`src/rtl/ifetch_unit.sv`:
```
// Instruction fetch stage: PC generation, 1-cycle BRAM fetch, 2-entry
// instruction FIFO with valid/ready output and redirect flush.
module ifetch_unit #(
    parameter int unsigned          XLEN     = 32,
    parameter logic [XLEN-1:0]      RESET_PC = '0
) (
    input  logic            clk_i,
    input  logic            rst_n_i,
    output logic [XLEN-1:0] icache_addr_o,
    output logic            icache_read_en_o,
    input  logic [XLEN-1:0] icache_read_data_i,
    input  logic            redirect_valid_i,
    input  logic [XLEN-1:0] redirect_pc_i,
    output logic            instr_valid_o,
    input  logic            instr_ready_i,
    output logic [XLEN-1:0] instr_o,
    output logic [XLEN-1:0] instr_pc_o
);

    localparam int unsigned CNT_W = 2;
    localparam int unsigned OCC_W = 3;

    logic [XLEN-1:0]  pc_q, pc_d;
    logic             inflight_q, inflight_d;
    logic [XLEN-1:0]  inflight_pc_q, inflight_pc_d;
    logic [CNT_W-1:0] count_q, count_d;
    logic [XLEN-1:0]  data0_q, data0_d, data1_q, data1_d;
    logic [XLEN-1:0]  epc0_q, epc0_d, epc1_q, epc1_d;

    logic             pop;
    logic             issue;
    logic [OCC_W-1:0] occupancy;
    logic [CNT_W-1:0] wr_idx;

    assign instr_valid_o    = (count_q != '0);
    assign instr_o          = data0_q;
    assign instr_pc_o       = epc0_q;
    assign icache_addr_o    = pc_q;
    // Reset gating keeps the memory idle while the block is held in reset.
    assign icache_read_en_o = issue & rst_n_i;

    // Next-state: redirect flush, FIFO shift/push, fetch issue.
    always_comb begin
        pc_d          = pc_q;
        inflight_d    = 1'b0;
        inflight_pc_d = inflight_pc_q;
        count_d       = count_q;
        data0_d       = data0_q;
        data1_d       = data1_q;
        epc0_d        = epc0_q;
        epc1_d        = epc1_q;

        pop       = instr_valid_o & instr_ready_i;
        occupancy = OCC_W'(count_q) + OCC_W'(inflight_q) - OCC_W'(pop);
        issue     = !redirect_valid_i && (occupancy < OCC_W'(2));
        wr_idx    = count_q - CNT_W'(pop);

        if (redirect_valid_i) begin
            count_d = '0;
            pc_d    = redirect_pc_i & ~XLEN'(3);
        end else begin
            // Shift first so a same-cycle push lands behind the new head.
            if (pop) begin
                data0_d = data1_q;
                epc0_d  = epc1_q;
            end
            if (inflight_q) begin
                if (wr_idx == '0) begin
                    data0_d = icache_read_data_i;
                    epc0_d  = inflight_pc_q;
                end else begin
                    data1_d = icache_read_data_i;
                    epc1_d  = inflight_pc_q;
                end
            end
            count_d = count_q + CNT_W'(inflight_q) - CNT_W'(pop);
            if (issue) begin
                pc_d          = pc_q + XLEN'(4);
                inflight_d    = 1'b1;
                inflight_pc_d = pc_q;
            end
        end
    end

    // State registers.
    always_ff @(posedge clk_i or negedge rst_n_i) begin
        if (!rst_n_i) begin
            pc_q          <= RESET_PC;
            inflight_q    <= 1'b0;
            inflight_pc_q <= '0;
            count_q       <= '0;
            data0_q       <= '0;
            data1_q       <= '0;
            epc0_q        <= '0;
            epc1_q        <= '0;
        end else begin
            pc_q          <= pc_d;
            inflight_q    <= inflight_d;
            inflight_pc_q <= inflight_pc_d;
            count_q       <= count_d;
            data0_q       <= data0_d;
            data1_q       <= data1_d;
            epc0_q        <= epc0_d;
            epc1_q        <= epc1_d;
        end
    end

endmodule

```
`config.mk`:
```
export PLATFORM = sky130hd
export DESIGN_NAME = ifetch_unit
export DESIGN_NICKNAME = d
export VERILOG_FILES = /design/src/rtl/ifetch_unit.sv
export SDC_FILE = /design/constraint.sdc
export NUM_CORES = 1
export LEC_CHECK = 0
export ABC_CLOCK_PERIOD_IN_PS = 3700
export BUFFER_PORTS_ARGS = -buffer_cell sky130_fd_sc_hd__buf_4
export CAP_MARGIN = 10
export CELL_PAD_IN_SITES_DETAIL_PLACEMENT = 1
export CELL_PAD_IN_SITES_GLOBAL_PLACEMENT = 1
export CORE_UTILIZATION = 30
export CTS_BUF_LIST = sky130_fd_sc_hd__clkbuf_2 sky130_fd_sc_hd__clkbuf_4 sky130_fd_sc_hd__clkbuf_8
export DETAILED_ROUTE_END_ITERATION = 8
export PLACE_DENSITY = 0.66
export SETUP_SLACK_MARGIN = 0.2
export SLEW_MARGIN = 10
export SYNTH_ARGS = -nofsm -noshare
export SYNTH_HDL_FRONTEND = slang
export SYNTH_SLANG_ARGS = --single-unit
```
`constraint.sdc`:
```
create_clock -name clk_i -period 3.7 [get_ports clk_i]
set_input_delay 0.74 -clock clk_i [delete_from_list [all_inputs] [get_ports clk_i]]
set_output_delay 0.74 -clock clk_i [all_outputs]
set_load 0.02 [all_outputs]
```
---- Yosys cells after proc, flatten, opt, wreduce, memory -nomap -nowiden ----
Index checks and enable logic that the tools add are counted.
word-level totals
  word-level logic and storage cells ...... 37
  memories kept ........................... 0
  RAM bits ................................ 0
  output and inout bits ................... 98
  bits in latches ......................... 0
  input port bits ......................... 68
  flip-flop bits (word level) ............. 195
  memory bits (read-only) ................. 0
cells by class
  multiply operators ...................... 0
  $lt $le $gt $ge ......................... 1
  add/subtract/negate cells ............... 6
  shifts and indexed selects .............. 0
  eq/ne operators ......................... 0
  multiplexer cells ....................... 11
  reductions and logical operators ........ 7
  bitwise gates (word level) .............. 4
  divide/modulo/power cells ............... 0
operators with widths
  operator                 count
  $mux W32                 8
  $add A32 B3 Y32 const B  1
  $reduce_bool A2 Y1       2
  $sub A2 B1 Y2            2
  $add A2 B1 Y3            1
  $lt A3 B2 Y1 const B     1
  $reduce_and A3 Y1        1
  $sub A3 B1 Y3            1
  $add A2 B1 Y2            1
  $and A1 B1 Y1            2
  $logic_not A2 Y1         1
  $mux W1                  2
  $mux W2                  1
  $not A1 Y1               2
  $reduce_and A2 Y1        1
  $logic_and A1 B1 Y1      1
  $logic_not A1 Y1         1

---- Longest topological paths before layout ----
Gate-level depths: netlist of run 1.
  depth in word-level cells ............... 7
  depth in mapped cells ................... 10
  mapped depth without buffers ............ 8

---- Worst setup path after synthesis of run 1 ----
OpenSTA, ideal clock, no wires.
  kind .................................... input to output
  start point ............................. input instr_ready_i
  end point ............................... output icache_read_en_o
  stages .................................. 8
  setup slack ............................. 0.073 ns
  data required time ...................... 2.960 ns
  buffers on the path ..................... 1
  arrival ................................. 2.887 ns
  cell sequence ........................... nand3b_1 > o21ai_0 > ha_1 > fa_1 > xnor2_1 > nor3_1 > clkbuf_1 > and2_1
on the way
  cells in the longest elaborated chain, start to end .. 5
RTL lines
  item                 line  text
  start: declaration   15    input logic instr_ready_i,
  $and A1 B1 Y1        53    pop = instr_valid_o & instr_ready_i;
  $sub A3 B1 Y3        54    occupancy = OCC_W'(count_q) + OCC_W'(inflight_q) - OCC_W'(pop);
  $lt A3 B2 Y1         55    issue = !redirect_valid_i && (occupancy < OCC_W'(2));
  $logic_and A1 B1 Y1  55
  $and A1 B1 Y1        40    assign icache_read_en_o = issue & rst_n_i;
  end: declaration     10    output logic icache_read_en_o,
No other way between the ends.

---- Worst setup path after layout of run 1 ----
  start point ............................. register count_q[1]
  end point ............................... output icache_read_en_o
on the way
  cells in the longest elaborated chain, start to end .. 6
  elaborated cells between the ends (all ways) .. 7
  classes of those cells .................. 2 x add/sub; 1 x order compare; 2 x bitwise; 2 x reduce/logical
RTL lines
  item                                                   line  text
  start: declaration                                     26    logic [CNT_W-1:0] count_q, count_d;
  start signal: assignment                               100   count_q <= count_d;
  branches (longest 2 deep; another with $add A2 B1 Y3)  n/a
  $sub A3 B1 Y3 (*)                                      54
  $lt A3 B2 Y1 (*)                                       55
  $logic_and A1 B1 Y1 (*)                                55
  $and A1 B1 Y1 (*)                                      40
Every way passes the cells marked *.

==> results of run 1 <==
worst max-delay path, stage by stage (launching register included):
cell,delay [ps]
dfrtp_2,460
nand3b_1,150
o21ai_2,90
ha_1,220
fa_1,440
xnor2_2,200
nor3_4,280
and2_1,170
buf_4,130
Yosys cell counts, types with 2 or more instances:
master / n
a31oi_1: 16
nor3_1: 3
mux2_2: 92
nor2b_1: 67
o21ai_0: 13
nand3b_1: 2
clkbuf_1: 43
o31ai_1: 15
nand3_1: 13
and2_1: 2
dfrtp_1: 189
ha_1: 3
xnor2_1: 7
inv_1: 8
nand4_1: 11
nand2_1: 23
buf_4: 2
o211ai_1: 6
and3_1: 2
a221o_1: 62
and4_1: 4
or4_1: 23
xor2_1: 2
nor2_1: 18
power by group through the flow:
stage / Combinational [W] / Clock, W / Sequential [W]
final: 0.00351 / 0.00150 / 0.00352
after global routing: 0.00380 / 0.00164 / 0.00365
after CTS: 0.00356 / 0.00156 / 0.00353
after detailed placement: 0.00353 / 0 / 0.00357
after global placement: 0.00345 / 0 / 0.00352
after floorplan: 0.00184 / 0 / 0.00383
worst max-delay path by stage:
stage	start	endpoint	slack, ps	cells after the start
6_report	count_q[1]$_DFF_PN0_	icache_read_en_o	360	8
5_1_grt	count_q[1]$_DFF_PN0_	icache_read_en_o	240	8
4_1_cts	count_q[1]$_DFF_PN0_	icache_read_en_o	240	8
3_5_place_dp	instr_ready_i	icache_addr_o[26]$_DFFE_PN0P_	90	9
3_3_place_gp	instr_ready_i	icache_addr_o[24]$_DFFE_PN0P_	190	9
2_1_floorplan	instr_ready_i	icache_read_en_o	310	8
per-layer routing:
metal / track usage (%) / up-vias
met5: 0 / -
met3: 2.92 / 10
li1: - / 2685
met4: 3.86 / 0
met2: 24.0 / 140
met1: 23.1 / 3032
what timing repair did:
item                                   in CTS  in global routing
endpoints found under the hold margin       0                  0
buffers inserted                            1                  1
pin swaps                                   2                  1
setup endpoints to repair                   1                  1
resized for setup                           3                  1
metrics by stage:
stage	cell area (um^2)	hold slack, ps	worst slack (ps)
after detailed placement	9780	487	85.5
after global routing	10200	114	239
after global placement	9780	479	187
final	10200	148	364
after CTS	10200	111	235
after floorplan	8140	444	305
sequential cells by signal (all words and copies together), names as in the netlist:
signal / flops
count_q: 2
inflight_pc_q: 30
instr_pc_o: 32
epc1_q: 30
data1_q: 32
inflight_q: 1
instr_o: 32
icache_addr_o: 30
cell families after synthesis:
logic type      after synthesis
other cells                   1
xor+xnor                      9
flops                       189
fa+ha+maj                     4
mux                          93
buf+inv                      54
compound gates              114
simple gates                176
cell type report:
| cell class | count | share of cell area (%) |
|---|---|---|
| Multi-Input combinational cell | 398 | 31.7 |
| Inverter | 8 | 0.293 |
| Sequential cell | 189 | 46.2 |
| Clock inverter | 8 | 1.26 |
| Clock buffer | 23 | 3.03 |
| Timing Repair Buffer | 174 | 13.4 |
| Tap cell | 335 | 4.09 |
cells in the final DEF, fill, tap and decap left out, types with 12 or more instances in the layout:
cell type and n:
dfrtp_1 188, buf_4 168, mux2_2 92, nor2b_1 67, a221o_1 62, nand2_1 23, or4_1 23, clkbuf_8 23
nor2_1 18, a31oi_1 16, o31ai_1 15, nand3_1 13, o21ai_0 12
==> results.md, run 1 <==
- Switching share of power: 35.5%
- Antenna diodes: 0
- Register area: 4730 um^2
- Syn_area_per_cell: 12.7 um^2
- Routability cong.: 0.747
- DR vias: 5867
- Simple-gate share of the synthesized area: 12.8%
- Number of synthesized register bits: 189
- Worst reg-to-reg path cell count: 8
- Syn Inst Count: 640
- Synth unique cells: 38
- Die Area: 27800 um^2
- Synth-to-Final Area Change: 26.0%
- Worst vdd ir: 0.281 mV
- First-pass GRT wire length: 34.4 mm
- Met3 Wirelength: 754 um
- Pins Over Slew Limit: 0
- Width of the die: 167 um
- Core Region: 26400 um^2
- MaxCap Viol Count: 0
- Buffers on Ports: 161
- CP required: 2960 ps
- Post-synth top area share: 58.2%
- DR WL met2: 9.72 mm
- Reg-to-reg setup timing slack: 570 ps
- # hold bufs at CTS: 0
- Die H: 167 um
- Fin Clk Skew: 12.1 ps
- Max Used Layer: met4
- Finished Layout Cells: 1135
- Hold Fails Final Rpt: 0
- Setup TNS: 0 ps
- Synth Area in Adders: 0.708%
- Largest net degree at the start of global routing: 168
- Post-DRT Antenna Nets: 0
- Post-Place Cells: 1102
- CP Capture Type: output pin
- Leading area contributor after synthesis: dfrtp_1
- Psw: 0.00302 W
- Clock sinks: 189
- Drc violations: 0
- Pint: 0.00551 W
- Num ports: 166
- First DRT Iteration DRCs: 315
- CTS buffer count: 17
- Row Count: 59
- Critical path arrival: 2600 ps
- Post-synth EDFFs: 0
- RR Startpoint: count_q[0]$_DFF_PN0_
- DR vias/cell: 5.17
- # H-tree levels: 4
- Footprint of the multi-input gates: 3250 um^2
- Slew margin rel.: 33.3%
- Unrepaired setup endpoints after global routing: no
- Sequential group share of total power: 41.3%
- Skew-Pair Late Insertion Delay: 440 ps
- Max Fclk: 0.300 GHz
- Fillers: 2803
- Root Buffer: clkbuf_8
- Clk pwr share: 17.5%
- Final period utilization: 90.2%
- Worst-case clock buffer depth: 2
- Synth Flop Type: dfrtp_1
- HP Class: in -> async
- Pwr dens: 833 nW/um^2
- Synth area leaders: dfrtp_1 58%, mux2_2 13%, a221o_1 7.6%, nor2b_1 5.2%, or4_1 2.1%
- Total power: 0.00853 W
- Crit path max fanout: 5
- Final min period: 3340 ps
- Seq/Total Area, Yosys: 58.2%
- Run status: finished, final reports clean
- Detailed-route wire length per cell: 18.6 um
- Worst Tran Pin Value: 1000 ps
- Vias in the first global route: 6031
- Initial antenna violation count: 0
- Layout Utilization: 38.9%
- Total routed wirelength: 21.1 mm
- Synthesized area: 8130 um^2
- Layout cell share with drive strength beyond 1: 38.4%
- Synth warn: 0
- Pre-antenna DRT Iters: 4
- Clock-pin slew on the worst setup and hold paths: 100 ps
- Asr flop ratio synth: 100%
- Final setup fails: 0
- Combinational Power Share: 41.1%
- Type of element launching the critical path: flop
- R2R Path End: icache_addr_o[18]$_DFFE_PN0P_
- Initial core utilization: 30.9%
- Synth Area in Compound Gates: 11.8%
- Largest family of logic cells by synthesized area: multiplexers
- CP Class: reg -> out
- Congestion Overflow GR: 0
- CTS tree: built
- XOR/XNOR share of the synthesized area: 0.969%
- Dpl hpwl: 13.3 mm
- Mux contribution to synthesized area: 12.9%
- Met1 WL: 10.5 mm
- Leak: 4.53 nW
- Nets: 860
- GRT Overall Usage: 15.8%
No activity file was read; power rests on OpenSTA's default activity.
==> run 2: changes to the inputs <==
--- a/config.mk
+++ b/config.mk
@@ -5,15 +5,17 @@
 export SDC_FILE = /design/constraint.sdc
 export NUM_CORES = 1
 export LEC_CHECK = 0
+export ABC_AREA = 1
 export ABC_CLOCK_PERIOD_IN_PS = 3700
 export BUFFER_PORTS_ARGS = -buffer_cell sky130_fd_sc_hd__buf_4
 export CAP_MARGIN = 10
 export CELL_PAD_IN_SITES_DETAIL_PLACEMENT = 1
 export CELL_PAD_IN_SITES_GLOBAL_PLACEMENT = 1
-export CORE_UTILIZATION = 30
+export CORE_MARGIN = 3
+export CORE_UTILIZATION = 35
 export CTS_BUF_LIST = sky130_fd_sc_hd__clkbuf_2 sky130_fd_sc_hd__clkbuf_4 sky130_fd_sc_hd__clkbuf_8
 export DETAILED_ROUTE_END_ITERATION = 8
-export PLACE_DENSITY = 0.66
+export PLACE_DENSITY = 0.78
 export SETUP_SLACK_MARGIN = 0.2
 export SLEW_MARGIN = 10
 export SYNTH_ARGS = -nofsm -noshare
==> run 2 against run 1 <==
Compared with the run above:
- sequential power increased by 3%
- register-to-register slack better by 370 ps
- clock power increased by 3%
- largest power group is now combinational logic
- highest routed layer unchanged
==> results.md, run 2 <==
- Run status: finished, final reports clean
- Post-synth top area share: 52.6% (-5.6 points)
- Most numerous cell in the Yosys netlist: nand2_1
- Layout cell share with drive strength beyond 1: 16.8% (-22 points)
- Post-Place Cells: 1616 (+47%)
- Worst reg-to-reg path cell count: 11 (+3)
- Initial antenna violation count: 0 (unchanged)
- Root Buffer: clkbuf_8
- Congestion Overflow GR: 0 (unchanged)
- Layout Utilization: 43.2% (+4.4 points)
- Routability cong.: 0.832 (+11%)
- Setup TNS: 0 ps (unchanged)
- Clock sinks: 189 (unchanged)
- Worst path bufs/invs: 4 (+3)
- Fillers: 3138 (+12%)
- Final period utilization: 88.7% (-1.5 points)
- Row Count: 58 (-1.7%)
- Syn Inst Count: 1169 (+83%)
- Commonest non-fill, non-tap cell in the layout: nand2_1
- Leading area contributor after synthesis: dfrtp_1
- Reg-to-reg setup timing slack: 940 ps (+370 ps)
- Largest net degree at the start of global routing: 116 (-31%)
- First-pass GRT wire length: 43.7 mm (+27%)
- Cell breakdown of the critical path: inv_2 -> nand3_2 -> nand2_1 -> ha_1 -> fa_1 -> inv_1 -> nand3_2 -> nor2_4 -> inv_2 -> nor2_1 -> buf_4
- CP required: 2960 ps (about the same)
- MaxCap Viol Count: 0 (unchanged)
- Pwr dens: 894 nW/um^2 (+7.3%)
- Pins Over Slew Limit: 0 (unchanged)
- Worst vdd ir: 0.439 mV (+56%)
- Synth-to-Final Area Change: 21.4%
- Vias in the first global route: 8519 (+41%)
- Worst Tran Pin Value: 874 ps (-126 ps)
- DR vias/cell: 4.85 (-6.1%)
- Slew margin rel.: 41.7% (+8.4 points)
- DR vias: 7992 (+36%)
- Die H: 166 um (-0.17%)
- CP Class: reg -> out
- Drc violations: 0 (unchanged)
- # resized after CTS: 0 (-3)
- Skew-Pair Late Insertion Delay: 460 ps (+20 ps)
- Syn_area_per_cell: 7.70 um^2 (-39%)
- Hold Slack: 142 ps (-6.02 ps)
- Max Fclk: 0.305 GHz (+1.7%)
- Crit path max fanout: 4 (-1)
- Leak: 5.77 nW (+27%)
- Post-DRT Antenna Nets: 0 (unchanged)
- Dpl hpwl: 17.7 mm (+33%)
- First DRT Iteration DRCs: 390 (+24%)
- Pint: 0.00530 W (-3.7%)
- Sequential group share of total power: 37.1% (-4.2 points)
- Synth unique cells: 35 (-7.9%)
- Setup Buffers After CTS: 0 (-1)
- Number of synthesized register bits: 189 (unchanged)
- Synth Flop Type: dfrtp_1
- Worst-case clock buffer depth: 2 (unchanged)
- Nets: 1377 (+60%)
- Switching share of power: 45.7% (+10 points)
- Clk pwr share: 15.9% (-1.6 points)
- CTS buffer count: 17 (unchanged)
- Critical path arrival: 2540 ps (-60 ps)
- Pre-antenna DRT Iters: 4 (unchanged)
- Type of element launching the critical path: flop
- Final min period: 3280 ps (-55.7 ps)
- Commonest cells after routing, fill and taps aside: 475 x nand2_1, 189 x dfrtp_1, 171 x buf_4, 137 x o21ai_0, 109 x inv_1
- HP Class: in -> async
- # H-tree levels: 4 (unchanged)
- Crit-path slowest cell: fa_1
- Fin Clk Skew: 14.2 ps (+2.10 ps)
- Final setup fails: 0 (unchanged)
- Synthesized area: 9000 um^2 (+11%)
- Commonest cells in the netlist: 475 x nand2_1, 189 x dfrtp_1, 137 x o21ai_0
- Buffers on Ports: 161 (unchanged)
- R2R Path End: icache_addr_o[29]$_DFFE_PN0P_
- Antenna diodes: 0 (unchanged)
- Detailed-route wire length per cell: 15.8 um (-15%)
- Hold Fails Final Rpt: 0 (unchanged)
- Cell family with most CP delay: simple AND/OR/NAND/NOR gates
- Asr flop ratio synth: 100% (unchanged)
- RR Startpoint: count_q[0]$_DFF_PN0_
- Core Region: 25300 um^2 (-4.2%)
- Num ports: 166 (unchanged)
- Clock-pin slew on the worst setup and hold paths: 100 ps (about the same)
- Combinational Power Share: 47.1% (+6.0 points)
- CP Capture Type: output pin
- Psw: 0.00446 W (+47%)
- Initial core utilization: 35.6% (+4.8 points)
- CTS tree: built
- GRT Overall Usage: 19.2% (+3.5 points)
- Synth area leaders: dfrtp_1 53%, nand2_1 20%, o21ai_0 7.6%, inv_1 4.5%, nor2_1 3.2%
- Unrepaired setup endpoints after global routing: no
- Seq/Total Area, Yosys: 52.6% (-5.6 points)
- Finished Layout Cells: 1647 (+45%)
- Synth warn: 0 (unchanged)
- Die Area: 27700 um^2 (-0.34%)
- CP peak stage delay: 440 ps (-20 ps)
- Post-synth EDFFs: 0 (unchanged)
- Width of the die: 166 um (-0.17%)
- Total routed wirelength: 26.1 mm (+24%)
- # hold bufs at CTS: 0 (unchanged)
## run 2: stage by stage
stage / cell area [um^2] / power, W / setup WS (ps)
global route: 10900 / 0.0106 / 208
detailed placement: 10500 / 0.00831 / 461
CTS: 10900 / 0.00991 / 356
global placement: 10500 / 0.00809 / 495
floorplan: 9000 / 0.00653 / 506
finish: 10900 / 0.00976 / 419
## run 2: how the worst max path moves through the flow
stage | start | slack, ps | cells after the start | to
floorplan | instr_ready_i | 510 | 11 | icache_read_en_o
global placement | instr_ready_i | 490 | 12 | icache_read_en_o
detailed placement | instr_ready_i | 460 | 12 | icache_read_en_o
CTS | count_q[0]$_DFF_PN0_ | 360 | 11 | icache_read_en_o
global route | count_q[0]$_DFF_PN0_ | 210 | 11 | icache_read_en_o
finish | count_q[0]$_DFF_PN0_ | 420 | 11 | icache_read_en_o
## run 2: logic make-up (layout without fill, tap and decap cells)
kind of cell             count (synthesis)  after routing  share of synthesized area, %
AO/OA/AOI/OAI                          187            187                          10.8
adder cells (fa/ha/maj)                  4              4                         0.640
flip-flops                             189            189                          52.6
buffers and inverters                  172            319                          8.34
AND/OR/NAND/NOR                        609            609                          27.0
XOR/XNOR                                 7              7                         0.681
other                                    1              2                        0.0417
## run 2: metal layers
metal | track usage [%] | up-vias | wire length, um
li1 | - | 3899 | -
met1 | 25.9 | 3900 | 12200
met2 | 32.9 | 171 | 12600
met3 | 3.45 | 22 | 1050
met4 | 3.98 | 0 | 254
met5 | 0 | - | 0
## run 2: final cells by class
cell class	instances	area, um^2	share of cell area (%)
flip-flops and latches	189	4730	43.3
multi-input cells	809	3540	32.4
repair buffers	176	1380	12.6
inverters	112	420	3.85
well taps	330	413	3.78
clock buffers	19	262	2.39
clock inverters	12	184	1.68
## run 2: power by group through the flow
stage	Sequential [W]	Combinational [W]	Clock (W)
finish	0.00362	0.00459	0.00155
detailed placement	0.00365	0.00466	0
CTS	0.00362	0.00468	0.00161
floorplan	0.00395	0.00258	0
global placement	0.00361	0.00448	0
global route	0.00374	0.00522	0.00168
